$ cat config.mk
export PLATFORM = sky130hd
export DESIGN_NAME = buffer_stream_reader
export DESIGN_NICKNAME = d
export VERILOG_FILES = /design/src/rtl/nn_accel_pkg.sv /design/src/rtl/buffer_stream_reader.sv
export SDC_FILE = /design/constraint.sdc
export NUM_CORES = 1
export LEC_CHECK = 0
export BUFFER_PORTS_ARGS = -buffer_cell sky130_fd_sc_hd__clkbuf_2
export CAP_MARGIN = 5
export CELL_PAD_IN_SITES_DETAIL_PLACEMENT = 0
export CELL_PAD_IN_SITES_GLOBAL_PLACEMENT = 1
export CORE_MARGIN = 1
export CORE_UTILIZATION = 41
export DETAILED_ROUTE_END_ITERATION = 12
export PLACE_DENSITY_LB_ADDON = 0.3
export SETUP_SLACK_MARGIN = 0.5
export SYNTH_ARGS = -nofsm -noshare
export SYNTH_HDL_FRONTEND = slang
export SYNTH_SLANG_ARGS = --single-unit
$ cat constraint.sdc
create_clock -name clk -period 2.45 [get_ports clk]
set_input_delay 0.245 -clock clk [delete_from_list [all_inputs] [get_ports clk]]
set_output_delay 0.245 -clock clk [all_outputs]
set_load 0.01 [all_outputs]
$ cat src/rtl/nn_accel_pkg.sv
// Shared types and defaults for the accelerator's buffer/stream blocks.
package nn_accel_pkg;

    typedef enum logic [1:0] {
        IDLE   = 2'd0,
        STREAM = 2'd1,
        DONE   = 2'd2
    } rd_state_t;

    localparam int DATA_WIDTH = 32;
    localparam int MAX_LEN    = 1024;

endpackage

$ cat src/rtl/buffer_stream_reader.sv
// Read-side master for the data FIFO: pops len words from the FIFO head and
// streams them out on a valid/ready interface through a 1-entry output
// register, tagging the final word with out_last and pulsing done afterwards.
module buffer_stream_reader #(
    parameter int DATA_WIDTH = nn_accel_pkg::DATA_WIDTH,
    parameter int MAX_LEN    = nn_accel_pkg::MAX_LEN,
    parameter int LEN_W      = $clog2(MAX_LEN) + 1
) (
    input  logic                  clk,
    input  logic                  reset_n,
    input  logic                  start,
    input  logic [LEN_W-1:0]      len,
    output logic                  busy,
    output logic                  done,
    output logic                  buf_read_enable,
    input  logic [DATA_WIDTH-1:0] buf_read_data,
    input  logic                  buf_empty,
    output logic                  out_valid,
    output logic [DATA_WIDTH-1:0] out_data,
    output logic                  out_last,
    input  logic                  out_ready
);

    import nn_accel_pkg::*;

    localparam logic [LEN_W-1:0] MAX_LEN_W = LEN_W'(MAX_LEN);

    rd_state_t             state_q, state_d;
    logic [LEN_W-1:0]      len_q, len_d;
    logic [LEN_W-1:0]      pop_cnt_q, pop_cnt_d;
    logic [LEN_W-1:0]      sent_cnt_q, sent_cnt_d;
    logic                  out_valid_q, out_valid_d;
    logic                  out_last_q, out_last_d;
    logic [DATA_WIDTH-1:0] out_data_q, out_data_d;
    logic                  pop;
    logic                  hs;

    // Next-state, pop strobe and output-register update.
    always_comb begin
        state_d     = state_q;
        len_d       = len_q;
        pop_cnt_d   = pop_cnt_q;
        sent_cnt_d  = sent_cnt_q;
        out_valid_d = out_valid_q;
        out_last_d  = out_last_q;
        out_data_d  = out_data_q;
        pop         = 1'b0;
        hs          = out_valid_q & out_ready;

        case (state_q)
            IDLE: begin
                if (start) begin
                    if (len != '0) begin
                        state_d    = STREAM;
                        // Oversized requests are clamped to the largest legal transfer.
                        len_d      = (len > MAX_LEN_W) ? MAX_LEN_W : len;
                        pop_cnt_d  = '0;
                        sent_cnt_d = '0;
                    end else begin
                        state_d = DONE;
                    end
                end
            end
            STREAM: begin
                // Pop only when there is room: register empty or draining this cycle.
                pop = (pop_cnt_q < len_q) & ~buf_empty & (~out_valid_q | out_ready);
                if (pop) begin
                    out_data_d  = buf_read_data;
                    out_valid_d = 1'b1;
                    out_last_d  = (pop_cnt_q == len_q - LEN_W'(1));
                    pop_cnt_d   = pop_cnt_q + LEN_W'(1);
                end else if (hs) begin
                    out_valid_d = 1'b0;
                    out_last_d  = 1'b0;
                end
                if (hs) begin
                    sent_cnt_d = sent_cnt_q + LEN_W'(1);
                    if (out_last_q) state_d = DONE;
                end
            end
            DONE: begin
                state_d = IDLE;
            end
            default: begin
                state_d = IDLE;
            end
        endcase
    end

    // State and datapath registers; reset discards any word held in the output register.
    always_ff @(posedge clk or negedge reset_n) begin
        if (!reset_n) begin
            state_q     <= IDLE;
            len_q       <= '0;
            pop_cnt_q   <= '0;
            sent_cnt_q  <= '0;
            out_valid_q <= 1'b0;
            out_last_q  <= 1'b0;
            out_data_q  <= '0;
        end else begin
            state_q     <= state_d;
            len_q       <= len_d;
            pop_cnt_q   <= pop_cnt_d;
            sent_cnt_q  <= sent_cnt_d;
            out_valid_q <= out_valid_d;
            out_last_q  <= out_last_d;
            out_data_q  <= out_data_d;
        end
    end

    assign buf_read_enable = pop;
    assign busy            = (state_q == STREAM) || (state_q == DONE);
    assign done            = (state_q == DONE);
    assign out_valid       = out_valid_q;
    assign out_last        = out_last_q;
    assign out_data        = out_data_q;

endmodule

==> run summary, run 1 <==
unrepaired setup endpoints after global routing -> true
first-pass GRT wire length -> 14000 µm
drt drc -> 0
CTS sink cnt -> 58
GRT Residual Overflow -> 0
share of cells above drive strength 1 -> 51.0%
Crit path largest cell delay -> 0.40 ns
violated checks -> negative hold slack
Async S/R FF share, synth -> 100%
Die Area -> 0.00840 mm²
TNS Setup -> 0 ns
port bufs -> 84
part of the Yosys area used for sequential elements -> 44.0%
Initial Util -> 42.4%
Reg2Reg Capture Point -> out_data[3]$_DFFE_PN0P_
Ports -> 85
cell count of the worst reg-to-reg path -> 8
FP Rows -> 32
Min-Delay Path Class -> input pin to asynchronous set/reset pin
area grow syn2layout -> 40.9%
Critical Path AT -> 1.95 ns
Cells after Synth -> 303
ys flop type -> dfrtp_1
top achievable clock speed -> 0.455 GHz
H-tree levels -> 3
Worst Path Max Fanout -> 3
Slew Limit Fails -> 0
GRT Util Overall -> 21.7%
initial DRC count -> 140
largest net degree at the start of global routing -> 31
Setup Crit Path Kind -> flop to output pin
Post-synth EDFFs -> 0
clk slew on worst S/H paths -> 0.07 ns
Bufs and invs on worst path -> 3
status -> finished with violations
CP delay by family, top -> compound AO/OA/AOI/OAI gates
DR vias -> 2896
Overall Power -> 5.68 mW
GPL Wtd Cong -> 0.847
period utilization -> 89.8%
final net count -> 494
YS warnings -> 0
Min Clock Period, post-route -> 2.20 ns
FF-to-FF setup slack -> 0.25 ns
Final Hold Vio Count -> 23
worst skew pair latency -> 0.34 ns
slowest CP cell -> dfrtp_1
worst vdd ir -> 0.000684 V
vias in the first global route -> 2843
Worst slew margin -> 47.4%
count of distinct cell types in the synthesized netlist -> 54
FF+latch count, synth -> 58
commonest non-fill, non-tap cell in the layout -> clkbuf_2
required time worst endpoint -> 2.20 ns
TritonCTS clock tree -> built
post-DP HPWL -> 6030 µm
Worst setup EP type -> output pin
Vias per Instance -> 5.39
WL per Instance -> 16.1 µm
final setup vio count -> 0
DIE HEIGHT -> 91.7 µm
reg2reg start -> pop_cnt_q[4]$_DFFE_PN0P_
TritonRoute pass-1 iters -> 4
final core utilization -> 59.8%
top cells by area, synth -> dfrtp_1 44%, mux2_2 11%, ha_1 6.1%
antenna violations before repair -> 0
Die W -> 91.7 µm
CTS buffer count -> 9
top cell type's share of synthesized area -> 44.0%
commonest cells after routing, fill and taps aside -> 83 x clkbuf_2, 54 x dfrtp_1, 38 x buf_4, 21 x a21oi_1, 20 x mux2_2
Mean Syn Cell Area -> 10.9 µm²
Cell Chain, Critical Path -> ha_1, a21oi_1, o21ai_1, a211o_4, inv_8, buf_12, buf_6
cell taking the most area after synthesis -> dfrtp_1
final clock skew -> 0.00798 ns
Leakage -> 2.23 nW
# Max-Cap Violations -> 0
fill count -> 691
CTS root buf -> clkbuf_8
Detail Route Antenna Nets -> 0
core area -> 0.00777 mm²
Mapped Area -> 0.00330 mm²
final hold slack -> -0.0253 ns
Pwr Density -> 1220 mW/mm²
syn_nets -> 367
drt total wl -> 8660 µm
startpoint types -> flop
Antenna diodes -> 0
worst-margin pin slew -> 0.789 ns
worst-case clock buffer depth -> 2
-- state kept, by name, indices dropped and copies added (netlist names) --
signal	count
len_q	11
out_data	32
out_valid	1
pop_cnt_q	11
out_last	1
state_q	2
-- power breakdown --
| part | internal (mW) | leakage (nW) | switching (mW) |
|---|---|---|---|
| clock network | 0.629 | 0.117 | 0.396 |
| registers | 1.37 | 0.724 | 0.247 |
| logic | 1.51 | 1.39 | 1.54 |
| total | 3.50 | 2.23 | 2.18 |
-- cells in the mapped netlist, types with 2 or more instances --
library cell / n
a21oi_1: 25
a2bb2oi_1: 2
a31o_2: 3
a31oi_1: 2
a41o_1: 11
and3_1: 4
buf_12: 2
buf_2: 2
buf_4: 3
clkbuf_1: 5
dfrtp_1: 58
ha_1: 16
inv_1: 25
mux2_2: 32
mux2i_1: 2
nand2_1: 18
nand3_1: 3
nand3b_1: 3
nand4_1: 9
nor2_1: 9
nor2b_1: 2
nor3_1: 5
nor4_1: 3
nor4_2: 2
o2111ai_1: 4
o211ai_1: 4
o21ai_0: 7
o22ai_1: 3
o2bb2ai_1: 3
xnor2_1: 5
xor2_1: 8
-- stage by stage --
step | instance area (µm²) | setup WS [ns] | std cells
3_3_place_gp | 3990 | 0.188 | 494
4_1_cts | 4510 | 0.267 | 531
2_1_floorplan | 3380 | 0.427 | 303
3_5_place_dp | 3990 | 0.130 | 494
5_1_grt | 4640 | 0.151 | 537
6_report | 4640 | 0.251 | 537
-- layout make-up --
cell class                 count  area [µm²]  share of cell area, %
clock buffer                  12         155                   3.34
clock inverter                 4        73.8                   1.59
inverter                      26         105                   2.26
multi-input combinational    206        1860                   40.0
sequential                    58        1460                   31.4
tap                          102         128                   2.75
timing repair buffer         129         866                   18.6
-- worst reg2reg max path, delay by kind of cell, from the launching register on --
family                     cells  cell delay [ns]
muxes                          1             0.32
AOI/OAI and AO/OA              3             0.65
buffers and inverters          3             0.39
DFF                            1             0.40
adders and majority gates      1             0.32
-- cells by family (layout without fill, tap and decap cells) --
group                      Yosys count  count (layout)  share of synthesized area, %
buffers and inverters               39             171                          5.92
AOI/OAI and AO/OA                   77              77                          17.5
adders and majority gates           16              16                          6.07
muxes                               34              34                          11.5
DFF                                 58              58                          44.0
xor gates and xnor gates            13              13                          3.45
and+or+nand+nor                     66              66                          11.4
-- routing by layer --
metal / GRT usage, % / share of wire, %
met1: 28.2 / 45
met2: 35.2 / 49
met3: 5.64 / 4.7
met4: 6.88 / 1.0
met5: 0 / 0
-- worst max-delay path by stage --
stage,startpoint,end,cells after the start
2_1_floorplan,len_q[2]$_DFFE_PN0P_,pop_cnt_q[7]$_DFFE_PN0P_,10
3_3_place_gp,state_q[1]$_DFFE_PN0P_,out_data[16]$_DFFE_PN0P_,8
3_5_place_dp,state_q[1]$_DFFE_PN0P_,out_data[24]$_DFFE_PN0P_,8
4_1_cts,len_q[2]$_DFFE_PN0P_,buf_read_enable,8
5_1_grt,len_q[4]$_DFFE_PN0P_,buf_read_enable,8
6_report,pop_cnt_q[4]$_DFFE_PN0P_,buf_read_enable,7
-- repair_timing --
item                                    4_1_cts  5_1_grt
gates resized for setup                      22       14
cloned                                        1        3
setup buffers                                20        3
hold buffers                                  0        0
endpoints found under the setup margin       45       45
pin swaps                                     6        8
Note: power is estimated with default switching activity, not from simulation.
==> run 2, diff against run 1 <==
- ABC_AREA: default -> 1
- CORE_UTILIZATION: 41 -> 38
==> run 2 against run 1 <==
Effect of this change:
- the flow now finishes without violations
- sequential cell count did not move
- maximum frequency increased by 15%
- critical path depth grew 3
- sequential power shrank 3%
- die area is 5.4% higher
- count of clock-buffer cells in the layout grew 1
- setup slack better by 0.29 ns
- sequential share of layout area grew 3.0 points
- register-to-register slack better by 0.43 ns
- synthesized cell count is 42% higher
- final cell count increased by 21%
- synthesized area fell by 2.2%
- critical endpoint unchanged
- largest power group unchanged
- highest routed layer unchanged
==> run summary, run 2 <==
status -> complete, no violations
initial DRC count -> 140
worst vdd ir -> 0.000484 V
worst-case clock buffer depth -> 2
Worst slew margin -> 49.5%
top cells by area, synth -> dfrtp_1 45%, nand2_1 20%, ha_1 6.2%
Reg2Reg Capture Point -> out_data[24]$_DFFE_PN0P_
Die Area -> 0.00886 mm²
Final Hold Vio Count -> 0
Setup Crit Path Kind -> flop to output pin
GRT Util Overall -> 19.8%
crit path from -> len_q[10]$_DFFE_PN0P_
Detail Route Antenna Nets -> 0
worst-margin pin slew -> 0.758 ns
Ports -> 85
Cells after DPL -> 612
unrepaired setup endpoints after global routing -> true
H-tree levels -> 3
Async S/R FF share, synth -> 100%
TNS Setup -> 0 ns
Pwr Density -> 1160 mW/mm²
Initial Util -> 39.2%
DR vias -> 3047
part of the Yosys area used for sequential elements -> 45.0%
Setup WS pre-CTS -> 0.424 ns
vias in the first global route -> 2919
clk slew on worst S/H paths -> 0.07 ns
syn_nets -> 494
# Max-Cap Violations -> 0
TritonCTS clock tree -> built
required time worst endpoint -> 2.20 ns
commonest non-fill, non-tap cell in the layout -> nand2_1
post-DP HPWL -> 5490 µm
worst skew pair latency -> 0.33 ns
final clock skew -> 0.0107 ns
WL per Instance -> 12.4 µm
Critical Path AT -> 1.67 ns
FP Rows -> 33
FF-to-FF setup slack -> 0.68 ns
cell taking the most area after synthesis -> dfrtp_1
synth cell count leaders -> 174 x nand2_1, 58 x dfrtp_1, 41 x inv_1, 34 x nand3_1, 33 x nor2_1
Min Clock Period, post-route -> 1.91 ns
Cell Chain, Critical Path -> inv_2, ha_4, nand2_2, inv_2, nor2_2, nand2_1, nor2_2, nand3_4, inv_4, buf_8
core area -> 0.00822 mm²
CTS buffer count -> 9
number of flip-flops in the largest register -> 32
Post-synth EDFFs -> 0
startpoint types -> flop
Die W -> 94.1 µm
GPL Wtd Cong -> 0.802
final worst slack -> 0.538 ns
antenna violations before repair -> 0
largest net degree at the start of global routing -> 59
Slew Limit Fails -> 0
ys flop type -> dfrtp_1
top achievable clock speed -> 0.523 GHz
FF+latch count, synth -> 58
area grow syn2layout -> 31.8%
Non-Filler Instances -> 648
Mean Syn Cell Area -> 7.50 µm²
reg2reg start -> len_q[10]$_DFFE_PN0P_
YS warnings -> 0
CTS root buf -> clkbuf_8
top cell type's share of synthesized area -> 45.0%
final net count -> 603
TritonRoute pass-1 iters -> 4
DIE HEIGHT -> 94.1 µm
count leader, synth -> nand2_1
Crit path largest cell delay -> 0.40 ns
first-pass GRT wire length -> 13300 µm
Leakage -> 2.29 nW
cell count of the worst reg-to-reg path -> 12
period utilization -> 78.0%
CTS sink cnt -> 58
Min-Delay Path Class -> input pin to asynchronous set/reset pin
drt total wl -> 8040 µm
fill count -> 795
Critical Path Sink -> buf_read_enable
port bufs -> 84
Vias per Instance -> 4.70
final setup vio count -> 0
Worst Path Max Fanout -> 3
commonest cells after routing, fill and taps aside -> 169 x nand2_1, 83 x clkbuf_2, 51 x dfrtp_1, 34 x nand3_1, 32 x inv_1
Mapped Area -> 0.00322 mm²
slowest CP cell -> dfrtp_1
share of cells above drive strength 1 -> 30.9%
Antenna diodes -> 0
count of distinct cell types in the synthesized netlist -> 29
Worst setup EP type -> output pin
Cells after Synth -> 430
GRT Residual Overflow -> 0
drt drc -> 0
-- run 2: how the worst min path moves through the flow --
stage / from / end / slack (ns)
6_report: reset_n / len_q[2]$_DFFE_PN0P_ / 0.05
5_1_grt: buf_read_data[6] / out_data[6]$_DFFE_PN0P_ / 0.09
4_1_cts: buf_read_data[29] / out_data[29]$_DFFE_PN0P_ / 0.08
3_5_place_dp: buf_read_data[28] / out_data[28]$_DFFE_PN0P_ / 0.44
3_3_place_gp: buf_read_data[8] / out_data[8]$_DFFE_PN0P_ / 0.44
2_1_floorplan: reset_n / len_q[0]$_DFFE_PN0P_ / -0.05
-- run 2: routing by layer --
layer	vias to the layer above	global-route usage, %	share of wire [%]	routed length (µm)
met5	-	0	0	0
met2	78	31.9	47	3780
met4	0	8.46	2.0	158
met3	17	5.42	5.8	464
met1	1384	24.6	45	3640
li1	1568	-	-	-
-- run 2: final cells by class --
type / instances / area [µm²] / area share, %
multi-input cells: 317 / 1660 / 39.0
flip-flops and latches: 58 / 1460 / 34.4
repair buffers: 111 / 637 / 15.0
clock buffers: 13 / 169 / 3.97
inverters: 42 / 160 / 3.77
well taps: 105 / 131 / 3.09
clock inverters: 2 / 35.0 / 0.824
-- run 2: worst max-delay path, delay by kind of cell, from the launching register on --
kind                     cells  cell delay (ns)
AND/OR/NAND/NOR              5             0.44
flip-flops                   1             0.40
buffers and inverters        4             0.29
adder cells (fa/ha/maj)      1             0.21
-- run 2: cell families (layout without fill, tap and decap cells) --
family / Yosys count / in the layout / synth area share, %
flops: 58 / 58 / 45.0
fa+ha+maj: 16 / 16 / 6.21
xor+xnor: 8 / 8 / 2.60
simple gates: 258 / 258 / 33.2
buf+inv: 55 / 168 / 6.95
compound gates: 35 / 35 / 6.05
-- run 2: what timing repair did --
item	in CTS	in global routing
hold buffers	0	0
pin swaps	8	7
endpoints found under the setup margin	15	45
setup buffers	14	7
resized for setup	21	17
-- run 2: power breakdown --
| part | total (mW) | internal, mW | switching (mW) |
|---|---|---|---|
| Sequential | 1.56 | 1.34 | 0.227 |
| Combinational | 2.44 | 0.967 | 1.47 |
| Clock | 0.925 | 0.547 | 0.379 |
| Total | 4.93 | 2.85 | 2.08 |
-- run 2: through the flow --
stage	power, mW	utilization, %	hold slack [ns]	instance area [µm²]
after floorplan	3.06	-	-0.0506	3220
after global placement	3.70	45.7	0.437	3750
after detailed placement	3.74	45.7	0.443	3750
after CTS	4.84	50.1	0.0848	4120
after global routing	5.39	51.7	0.0923	4250
final	4.93	51.7	0.0545	4250
